File: config.mk
export PLATFORM = sky130hd
export DESIGN_NAME = run_ctrl
export DESIGN_NICKNAME = d
export VERILOG_FILES = /design/src/rtl/run_ctrl_pkg.sv /design/src/rtl/tick_divider.sv /design/src/rtl/run_ctrl.sv
export SDC_FILE = /design/constraint.sdc
export NUM_CORES = 1
export LEC_CHECK = 0
export CAP_MARGIN = 0
export CORE_MARGIN = 2
export CORE_UTILIZATION = 35
export DETAILED_ROUTE_END_ITERATION = 8
export SLEW_MARGIN = 20
export SYNTH_ARGS = -nofsm -noshare
export SYNTH_HDL_FRONTEND = slang
export SYNTH_SLANG_ARGS = --single-unit
File: constraint.sdc
create_clock -name clk -period 3.44 [get_ports clk]
set_input_delay 0.688 -clock clk [delete_from_list [all_inputs] [get_ports clk]]
set_output_delay 0.688 -clock clk [all_outputs]
set_load 0.03 [all_outputs]
File: src/rtl/run_ctrl_pkg.sv
// Shared types for the run controller: mode encoding and a counter-width helper.
package run_ctrl_pkg;

   // Encodings are visible on the mode port.
   typedef enum logic [1:0] {
      IDLE  = 2'b00,
      SEED  = 2'b01,
      RUN   = 2'b10,
      PAUSE = 2'b11
   } mode_t;

   // Width of a counter holding 0..n-1; never below one bit.
   function automatic int unsigned cnt_width(input int unsigned n);
      return (n > 1) ? $clog2(n) : 1;
   endfunction

endpackage

File: src/rtl/tick_divider.sv
// Free-running modulo-N divider: counts enabled cycles 0..N-1 and flags the last one.
module tick_divider
   import run_ctrl_pkg::*;
#(
   parameter int unsigned N = 4
) (
   input  logic clk,
   input  logic reset,
   input  logic clr,
   input  logic en,
   output logic wrap
);

   localparam int unsigned W    = cnt_width(N);
   localparam logic [W-1:0] Last = W'(N - 1);

   logic [W-1:0] cnt_q;

   // wrap is combinational so the owner can strobe in the same cycle.
   assign wrap = (cnt_q == Last);

   // Count enabled cycles; clr restarts the phase.
   always_ff @(posedge clk) begin
      if (reset || clr) begin
         cnt_q <= '0;
      end else if (en) begin
         cnt_q <= wrap ? '0 : cnt_q + 1'b1;
      end
   end

endmodule

File: src/rtl/run_ctrl.sv
// Run controller: IDLE -> SEED (fixed length) -> RUN <-> PAUSE, with a generation tick
// and a saturating generation counter.
// Optional feature: define RUN_CTRL_SINGLE_STEP_EN to add the step port, which issues
// one tick per request while paused.
module run_ctrl
   import run_ctrl_pkg::*;
#(
   parameter int unsigned GEN_W       = 16,
   parameter int unsigned TICK_DIV    = 4,
   parameter int unsigned SEED_CYCLES = 64
) (
   input  logic             clk,
   input  logic             reset,
   input  logic             start,
   input  logic             pause,
   input  logic             lfsr,
`ifdef RUN_CTRL_SINGLE_STEP_EN
   input  logic             step,
`endif
   output logic [1:0]       mode,
   output logic             seed_en,
   output logic             seed_bit,
   output logic             tick,
   output logic [GEN_W-1:0] gen_count,
   output logic             busy
);

   localparam int unsigned   SW       = cnt_width(SEED_CYCLES);
   localparam logic [SW-1:0] SeedLast = SW'(SEED_CYCLES - 1);

   mode_t             mode_q;
   logic [SW-1:0]     seed_cnt_q;
   logic [GEN_W-1:0]  gen_q;
   logic              div_wrap;
   logic              step_tick;
   logic              tick_int;

   // Divider is held at zero throughout SEED so RUN always starts a fresh period.
   tick_divider #(
      .N (TICK_DIV)
   ) u_div (
      .clk   (clk),
      .reset (reset),
      .clr   (mode_q == SEED),
      .en    (mode_q == RUN),
      .wrap  (div_wrap)
   );

`ifdef RUN_CTRL_SINGLE_STEP_EN
   // A simultaneous start restarts seeding, so it suppresses the step.
   assign step_tick = (mode_q == PAUSE) && step && !start;
`else
   assign step_tick = 1'b0;
`endif

   assign tick_int = ((mode_q == RUN) && div_wrap) || step_tick;

   // Outputs read as idle for the whole time reset is held, even before the first edge.
   always_comb begin
      mode      = reset ? IDLE : mode_q;
      busy      = !reset && (mode_q != IDLE);
      seed_en   = !reset && (mode_q == SEED);
      seed_bit  = seed_en && lfsr;
      tick      = !reset && tick_int;
      gen_count = gen_q;
   end

   // Mode FSM plus seed and generation counters; entering SEED clears both counters.
   always_ff @(posedge clk) begin
      if (reset) begin
         mode_q     <= IDLE;
         seed_cnt_q <= '0;
         gen_q      <= '0;
      end else begin
         if (tick_int && (gen_q != '1)) begin
            gen_q <= gen_q + 1'b1;
         end
         unique case (mode_q)
            IDLE: begin
               if (start) begin
                  mode_q     <= SEED;
                  seed_cnt_q <= '0;
                  gen_q      <= '0;
               end
            end
            SEED: begin
               if (seed_cnt_q == SeedLast) begin
                  mode_q <= RUN;
               end else begin
                  seed_cnt_q <= seed_cnt_q + 1'b1;
               end
            end
            RUN: begin
               if (start) begin
                  mode_q     <= SEED;
                  seed_cnt_q <= '0;
                  gen_q      <= '0;
               end else if (pause) begin
                  mode_q <= PAUSE;
               end
            end
            PAUSE: begin
               if (start) begin
                  mode_q     <= SEED;
                  seed_cnt_q <= '0;
                  gen_q      <= '0;
               end else if (!pause) begin
                  mode_q <= RUN;
               end
            end
            default: mode_q <= IDLE;
         endcase
      end
   end

endmodule

Word-level counts from Yosys, hierarchy flattened
Cells that the tools add are included.
{"block": "totals", "ff_bits": 26, "latch_bits": 0, "ram_bits": 0, "romBits": 0, "input_bits": 5, "mem_count": 0}
{"block": "classes", "addsub": 3, "mul": 0, "div_mod_pow": 0, "order_cmp": 0, "n_eq_ne": 12, "shifts": 0, "muxes": 15, "n_bitwise": 0, "n_reduce_logical": 13}
{"op": "2-to-1 mux 16 bit", "count": 3}
{"op": "adder 16 x 1 -> 16 bit, second input constant", "count": 1}
{"op": "2-to-1 mux 2 bit", "count": 8}
{"op": "inequality test 16 bit, second input constant", "count": 1}
{"op": "2-to-1 mux 6 bit", "count": 2}
{"op": "one-hot mux 6 bit (2 select lines)", "count": 1}
{"op": "one-hot mux 2 bit (4 select lines)", "count": 1}
{"op": "adder 6 x 1 -> 6 bit, second input constant", "count": 1}
{"op": "== test 2 bit, second input constant", "count": 3}
{"op": "== test 6 bit, second input constant", "count": 1}
{"op": "logical AND 1 bit", "count": 6}
{"op": "inequality test 2 bit, second input constant", "count": 3}
{"op": "inequality test 3 bit, second input constant", "count": 2}
{"op": "AND reduction 4 bit", "count": 1}
{"op": "OR reduction 3 bit", "count": 1}
{"op": "adder 2 x 1 -> 2 bit, second input constant", "count": 1}
{"op": "== test 2 x 1 -> 1 bit, second input constant", "count": 1}
{"op": "logical NOT 2 bit", "count": 1}
{"op": "inequality test 2 x 1 -> 1 bit, second input constant", "count": 1}
{"op": "AND reduction 2 bit", "count": 1}
{"op": "nonzero test 2 bit", "count": 1}
{"op": "logical NOT 1 bit", "count": 1}
{"op": "logical OR 1 bit", "count": 1}

Logic depth before layout (Yosys ltp)
Gate-level depths: netlist (run 1).
{"block": "depth", "word_depth": 6, "depth_mapped": 7}

Cells and area by module
From an unflattened synthesis (run 1), not the netlist that was laid out.
{"block": "unflattened", "hier_cells": 154, "hier_area_um2": 1306.3}
{"mod": "run_ctrl", "instances": 1, "cells_per_inst": 146, "area_per_inst_um2": 1211.2, "seq_area_each_um2": 480.5}
{"mod": "tick_divider", "instances": 1, "cells_per_inst": 8, "area_per_inst_um2": 95.1, "seq_area_each_um2": 40.0}

Worst setup path before layout (run 1)
Ideal clock, no wire load.
{"block": "synth_path", "path_kind": "input port to output port", "start": "input port reset", "end": "output port seed_bit", "arrival_ns": 2.121, "setup_slack_ns": 0.631, "path_stages": 3, "path_buffers": 0, "cell_sequence": "nor2b_1 nor2b_1 and2_1"}
{"block": "synth_via", "elab_chain_len": 3}
{"element": "start, declared", "line": "run_ctrl.sv:13", "source": "input logic reset,"}
{"element": "logical NOT 1 bit", "line": "run_ctrl.sv:62", "source": "seed_en = !reset && (mode_q == SEED);"}
{"element": "logical AND 1 bit", "line": "run_ctrl.sv:62"}
{"element": "named net seed_en", "line": "run_ctrl.sv:21", "source": "output logic seed_en,"}
{"element": "logical AND 1 bit", "line": "run_ctrl.sv:63", "source": "seed_bit = seed_en && lfsr;"}
{"element": "end, declared", "line": "run_ctrl.sv:22", "source": "output logic seed_bit,"}
The timed path passes the listed nets, and every way through them passes these cells.

Final worst setup path (run 1)
{"block": "layout_path", "start": "input port reset", "end": "output port busy"}
{"block": "layout_via", "elab_chain_len": 2}
{"element": "logical NOT 1 bit", "line": "run_ctrl.sv:61", "source": "busy = !reset && (mode_q != IDLE);"}
{"element": "logical AND 1 bit", "line": "run_ctrl.sv:61"}
{"element": "end, declared", "line": "run_ctrl.sv:25", "source": "output logic busy"}
No other way between the ends.

==> flow_summary.json, run 1 <==
{
  "status": "finished, final reports clean",
  "multi_input_area_um2": 905,
  "rrSetupSlack_ns": 1.39,
  "numCtsBuffers": 3,
  "num-fill-cells": 387,
  "path_class": "in -> out",
  "holdWs_ns": 0.497,
  "synth-edff-count": 0,
  "cts_tree": "done",
  "period_share_pct": 86.4,
  "place_area_um2": 1780,
  "initialDrtViolationCount": 98,
  "crit-reg2reg-launch": "gen_count[1]",
  "die-area_um2": 4840,
  "drc_errors": 0,
  "gp_congestion": 0.794,
  "synth_top_cells_by_count": "26 x dfxtp_1, 19 x a21oi_1, 19 x nand2_1, 8 x o21ai_0",
  "syn_area_um2": 1510,
  "die_h_um": 69.6,
  "overflow": 0,
  "num_vias": 1421,
  "hold_viol": 0,
  "n_antenna_cell": 0,
  "cp_cell_sequence": "clkdlybuf4s50_1 -> buf_4 -> nor2b_1 -> or2_2 -> clkdlybuf4s50_1",
  "drv_cap": 0,
  "cp_top_family": "buffers and inverters",
  "coreArea_um2": 4060,
  "clockRootBuffer": "clkbuf_8",
  "grt_pass1_wl_um": 5830,
  "synth-compound-area-share_pct": 19.1,
  "syn_to_final_growth_pct": 21.7,
  "routed_wl_um": 3470,
  "period_needed_ns": 2.97,
  "synth_xor_area_share_pct": 0,
  "arrival_ns": 2.28,
  "cts_num_sinks": 26,
  "antenna_found_initial": 0,
  "dr.pass1.iters": 4,
  "via_per_inst": 5.64,
  "power_uw": 553,
  "grt_util_all_layers_pct": 14.3,
  "synth_top_cell_area_share_pct": 34.6,
  "antenna_left": 0,
  "initial_core_util_pct": 37.1,
  "setup_viol": 0,
  "p_leak_uw": 0.000608,
  "worst_slew_pin_slew_ns": 0.863,
  "max-slew-margin-rel_pct": 41.9,
  "fmax_mhz": 336,
  "critPathSlowestCell": "clkdlybuf4s50_1",
  "cp.depth": 5,
  "synth_seq_area_share_pct": 34.6,
  "finClkSkew_ns": 0.00691,
  "synthMuxAreaShare_pct": 4.65,
  "hold_buffers": 0,
  "worstSetupStartpointType": "input port",
  "grt_pass1_vias": 1310,
  "rsz0062_at_grt": "false",
  "dpl.hpwl_um": 2450,
  "async_reset_ff_share_pct": 0,
  "p_per_area_nw_per_um2": 302,
  "setup_tns_ns": 0,
  "seq_area_um2": 520,
  "synth_nets": 187,
  "drive_above_1_share_pct": 6.93,
  "core.rowCount": 23,
  "syn_area_per_cell_um2": 8.42,
  "yosysUniqueCellTypes": 47,
  "synth-simple-area-share_pct": 33.8,
  "yosys-top-cells-area": "dfxtp_1 35%, a21oi_1 6.3%, nand2_1 4.7%, mux2i_1 4.7%, or4_1 3.5%",
  "grt_max_degree": 20,
  "startpoint": "reset",
  "final_util_pct": 45.2,
  "io_buffers": 26,
  "cts.clk_slew.worst_paths_ns": 0.09,
  "yosysTopAreaCell": "dfxtp_1",
  "ir_worst_vdd_mv": 0.300,
  "crit_top_cell": "clkdlybuf4s50_1",
  "synth_ff_type": "dfxtp_1",
  "r2r_cells": 6,
  "fin_area_um2": 1830,
  "worstSetupEndpoint": "busy",
  "cpPeakStageDelay_ns": 0.59,
  "path_buf_inv": 3,
  "crit_path_max_fanout": 11,
  "worst_r2r_endpoint": "gen_count[7]",
  "post-synth-top-count-cell": "dfxtp_1",
  "fin_nets": 211,
  "ys_ff_latch": 26,
  "crit_path_end_kind": "output port",
  "synth_top_family_by_area": "simple AND/OR/NAND/NOR gates",
  "syn-instance-count": 179,
  "ios": 27,
  "wl_per_cell_um": 13.8,
  "cts_max_path_buffers": 2,
  "synth_fa_ha_area_share_pct": 2.49,
  "clk_latency_ns": 0.27,
  "cp.required_ns": 2.75,
  "yosysWarnings": 0,
  "die_x_um": 69.6,
  "cts_resized": 0,
  "drv_slew": 0,
  "post_cts_buffers": 0,
  "htree_levels": 1,
  "hp-class": "reg -> reg"
}
-- per-stage QoR --
stage / worst slack (ns) / cells
floorplan: 0.631 / 179
global placement: 0.505 / 248
detailed placement: 0.482 / 248
CTS: 0.471 / 252
global route: 0.338 / 252
finish: 0.468 / 252
-- routing by layer --
layer / GRT usage (%) / up-vias / part of all wire [%]
met5: 0 / - / 0
met3: 3.34 / 4 / 3.8
met1: 17.0 / 671 / 47
met4: 5.01 / 0 / 1.3
met2: 24.9 / 31 / 48
li1: - / 715 / -
-- how the worst min path moves through the flow --
stage	from	to	slack (ns)	cells after the start
floorplan	seed_cnt_q[2]	seed_cnt_q[2]	0.46	2
global placement	gen_count[15]	gen_count[15]	0.47	2
detailed placement	u_div.cnt_q[1]	u_div.cnt_q[1]	0.49	2
CTS	u_div.cnt_q[1]	u_div.cnt_q[1]	0.50	2
global route	seed_cnt_q[1]	seed_cnt_q[1]	0.53	2
finish	u_div.cnt_q[1]	u_div.cnt_q[1]	0.50	2
-- worst min-delay path, delay by kind of cell, from the launching register on --
kind | cells | cell delay (ns)
flip-flops | 1 | 0.32
AO/OA/AOI/OAI | 1 | 0.06
AND/OR/NAND/NOR | 1 | 0.08
-- flip-flops by register name (all words and copies together), names as in the netlist --
name and flops:
gen_count 16, u_div.cnt_q 2, mode_q 2, seed_cnt_q 6
-- cell type report --
| cell class | instances | share of cell area, % |
|---|---|---|
| Inverter | 2 | 0.410 |
| Timing Repair Buffer | 29 | 15.4 |
| Tap cell | 50 | 3.41 |
| Clock buffer | 4 | 3.00 |
| Sequential cell | 26 | 28.4 |
| Multi-Input combinational cell | 141 | 49.4 |
-- logic make-up after synthesis --
family | Yosys count
buf+inv | 12
simple gates | 85
fa+ha+maj | 3
compound gates | 46
mux | 7
flops | 26
-- report_power, final --
part,internal (µW),switching [µW]
registers,303,3.21
clock network,102,100
logic,19.5,24.9
-- cell usage in the layout (no fill, tap or decap), types with 3 or more instances in the layout --
| master | Yosys | routed |
|---|---|---|
| clkbuf_8 | 0 | 4 |
| nor2b_1 | 5 | 5 |
| or2b_1 | 3 | 3 |
| nor2_1 | 6 | 6 |
| nand2_1 | 19 | 19 |
| nand3_1 | 7 | 7 |
| dfxtp_1 | 26 | 26 |
| o31ai_1 | 5 | 5 |
| nor3_1 | 4 | 4 |
| nand2b_1 | 7 | 7 |
| buf_4 | 5 | 3 |
| or3_1 | 3 | 3 |
| ha_1 | 3 | 3 |
| or4_1 | 7 | 7 |
| a21oi_1 | 19 | 19 |
| nand4_1 | 6 | 6 |
| clkdlybuf4s50_1 | 0 | 26 |
| o21ai_0 | 8 | 8 |
| mux2i_1 | 7 | 7 |
| nor4_1 | 5 | 5 |
(Power assumes the default switching activity.)
==> run 2, diff against run 1 <==
--- a/config.mk
+++ b/config.mk
@@ -6,9 +6,9 @@
 export NUM_CORES = 1
 export LEC_CHECK = 0
 export CAP_MARGIN = 0
-export CORE_MARGIN = 2
-export CORE_UTILIZATION = 35
+export CORE_UTILIZATION = 55
 export DETAILED_ROUTE_END_ITERATION = 8
+export PLACE_DENSITY = 0.82
 export SLEW_MARGIN = 20
 export SYNTH_ARGS = -nofsm -noshare
 export SYNTH_HDL_FRONTEND = slang
==> run 2 against run 1 <==
Against the previous run: critical path depth is the same; register-to-register slack gained 0.10 ns; largest power group unchanged; non-clock buffer count rose by 1; clock skew barely moved; hold slack better by 0.0077 ns; count of clock-buffer cells in the layout unchanged; cell count down 7.5%; worst setup slack about the same; combinational power is 2% higher; largest cell class unchanged.
==> flow_summary.json, run 2 (same netlist as run 1, synthesis figures left out) <==
{
  "status": "finished, final reports clean",
  "rsz0062_at_grt": "false",
  "cts.clk_slew.worst_paths_ns": 0.13,
  "grt_max_degree": 15,
  "grt_pass1_wl_um": 5290,
  "overflow": 0,
  "post_cts_buffers": 0,
  "place_ws_ns": 0.469,
  "crit_path_max_fanout": 11,
  "cts_num_sinks": 26,
  "drv_cap": 0,
  "p_leak_uw": 0.000606,
  "setup_tns_ns": 0,
  "n_antenna_cell": 0,
  "routed_wl_um": 3230,
  "clockRootBuffer": "clkbuf_4",
  "worstSetupStartpointType": "input port",
  "cts_tree": "done",
  "via_per_inst": 6.23,
  "path_class": "in -> out",
  "grt_pass1_vias": 1233,
  "io_buffers": 26,
  "p_sw_uw": 116,
  "drive_above_1_share_pct": 7.39,
  "numCtsBuffers": 3,
  "initial_core_util_pct": 59.7,
  "drc_errors": 0,
  "dr.pass1.iters": 4,
  "die-area_um2": 2950,
  "htree_levels": 1,
  "ir_worst_vdd_mv": 0.206,
  "gp_congestion": 0.844,
  "initialDrtViolationCount": 26,
  "drv_slew": 0,
  "period_needed_ns": 2.97,
  "period_share_pct": 86.4,
  "ios": 27,
  "num_vias": 1452,
  "syn_to_final_growth_pct": 19.3,
  "final_util_pct": 71.2,
  "p_per_area_nw_per_um2": 281,
  "largest_reg_flops": 16,
  "layout_setup_ws_ns": 0.468,
  "layout_common_cells": "26 x dfxtp_1, 26 x clkdlybuf4s50_1, 19 x a21oi_1, 19 x nand2_1, 8 x o21ai_0",
  "setup_viol": 0,
  "hold_buffers": 0,
  "arrival_ns": 2.28,
  "p_seq_share_pct": 60.8,
  "core.rowCount": 18,
  "clk_latency_ns": 0.31,
  "worst_slew_pin_slew_ns": 0.922,
  "fmax_mhz": 336,
  "antenna_left": 0,
  "p_int_uw": 388,
  "hold_viol": 0,
  "coreArea_um2": 2520,
  "finClkSkew_ns": 0.00642,
  "max-slew-margin-rel_pct": 38.0,
  "hp-class": "reg -> reg",
  "die_h_um": 54.3,
  "fin_nets": 212,
  "die_x_um": 54.3,
  "grt_util_all_layers_pct": 23.9,
  "cts_max_path_buffers": 2,
  "power_uw": 504,
  "comb_power_share_pct": 9.0,
  "switching_share_pct": 22.9,
  "wl_per_cell_um": 13.9,
  "final_cells": 233,
  "p_clk_share_pct": 30.2,
  "dpl.hpwl_um": 2390,
  "dp_cells": 229,
  "cp.required_ns": 2.75,
  "cts_resized": 0,
  "antenna_found_initial": 0,
  "crit_path_end_kind": "output port"
}
run 2: changes by cell type in the layout (fill, tap and decap cells not counted):
cell / delta
clkbuf_8: -3
clkbuf_4: +3
buf_4: +1
run 2: area by class of cell:
class	instances	area [µm²]
well taps	30	37.5
clock buffers	4	36.3
repair buffers	30	290
inverters	2	7.51
multi-input cells	141	905
fillers	211	726
flip-flops and latches	26	520
run 2: per-stage QoR:
stage / cell area (µm²) / hold WS [ns]
after floorplan: 1510 / 0.460
after global placement: 1760 / 0.467
after detailed placement: 1760 / 0.485
after CTS: 1800 / 0.506
after global routing: 1800 / 0.533
final: 1800 / 0.505
run 2: worst paths after layout:
| kind | cells after the start | startpoint | slack (ns) | to |
|---|---|---|---|---|
| setup / recovery | 5 | reset | 0.47 | busy |
| hold / removal | 2 | u_div.cnt_q[1] | 0.50 | u_div.cnt_q[1] |
| setup reg to reg | 5 | gen_count[0] | 1.49 | gen_count[3] |
| hold reg to reg | 2 | u_div.cnt_q[1] | 0.50 | u_div.cnt_q[1] |
run 2: critical path: stages:
cell	delay, ns
clkdlybuf4s50_1	0.48
buf_4	0.18
nor2b_1	0.07
or2_2	0.27
clkdlybuf4s50_1	0.59
run 2: power by group through the flow:
| stage | logic, µW | clock network (µW) | registers, µW |
|---|---|---|---|
| floorplan | 31.6 | 0 | 311 |
| global placement | 43.5 | 0 | 313 |
| detailed placement | 45.2 | 0 | 313 |
| CTS | 45.4 | 156 | 306 |
| global route | 49.6 | 165 | 307 |
| finish | 45.4 | 152 | 306 |
run 2: routing by layer:
layer | GRT usage [%] | up-vias | routed length [µm]
met3 | 3.61 | 2 | 149
met1 | 32.5 | 690 | 1520
li1 | - | 718 | -
met5 | 0 | - | 0
met2 | 38.4 | 42 | 1540
met4 | 7.69 | 0 | 15
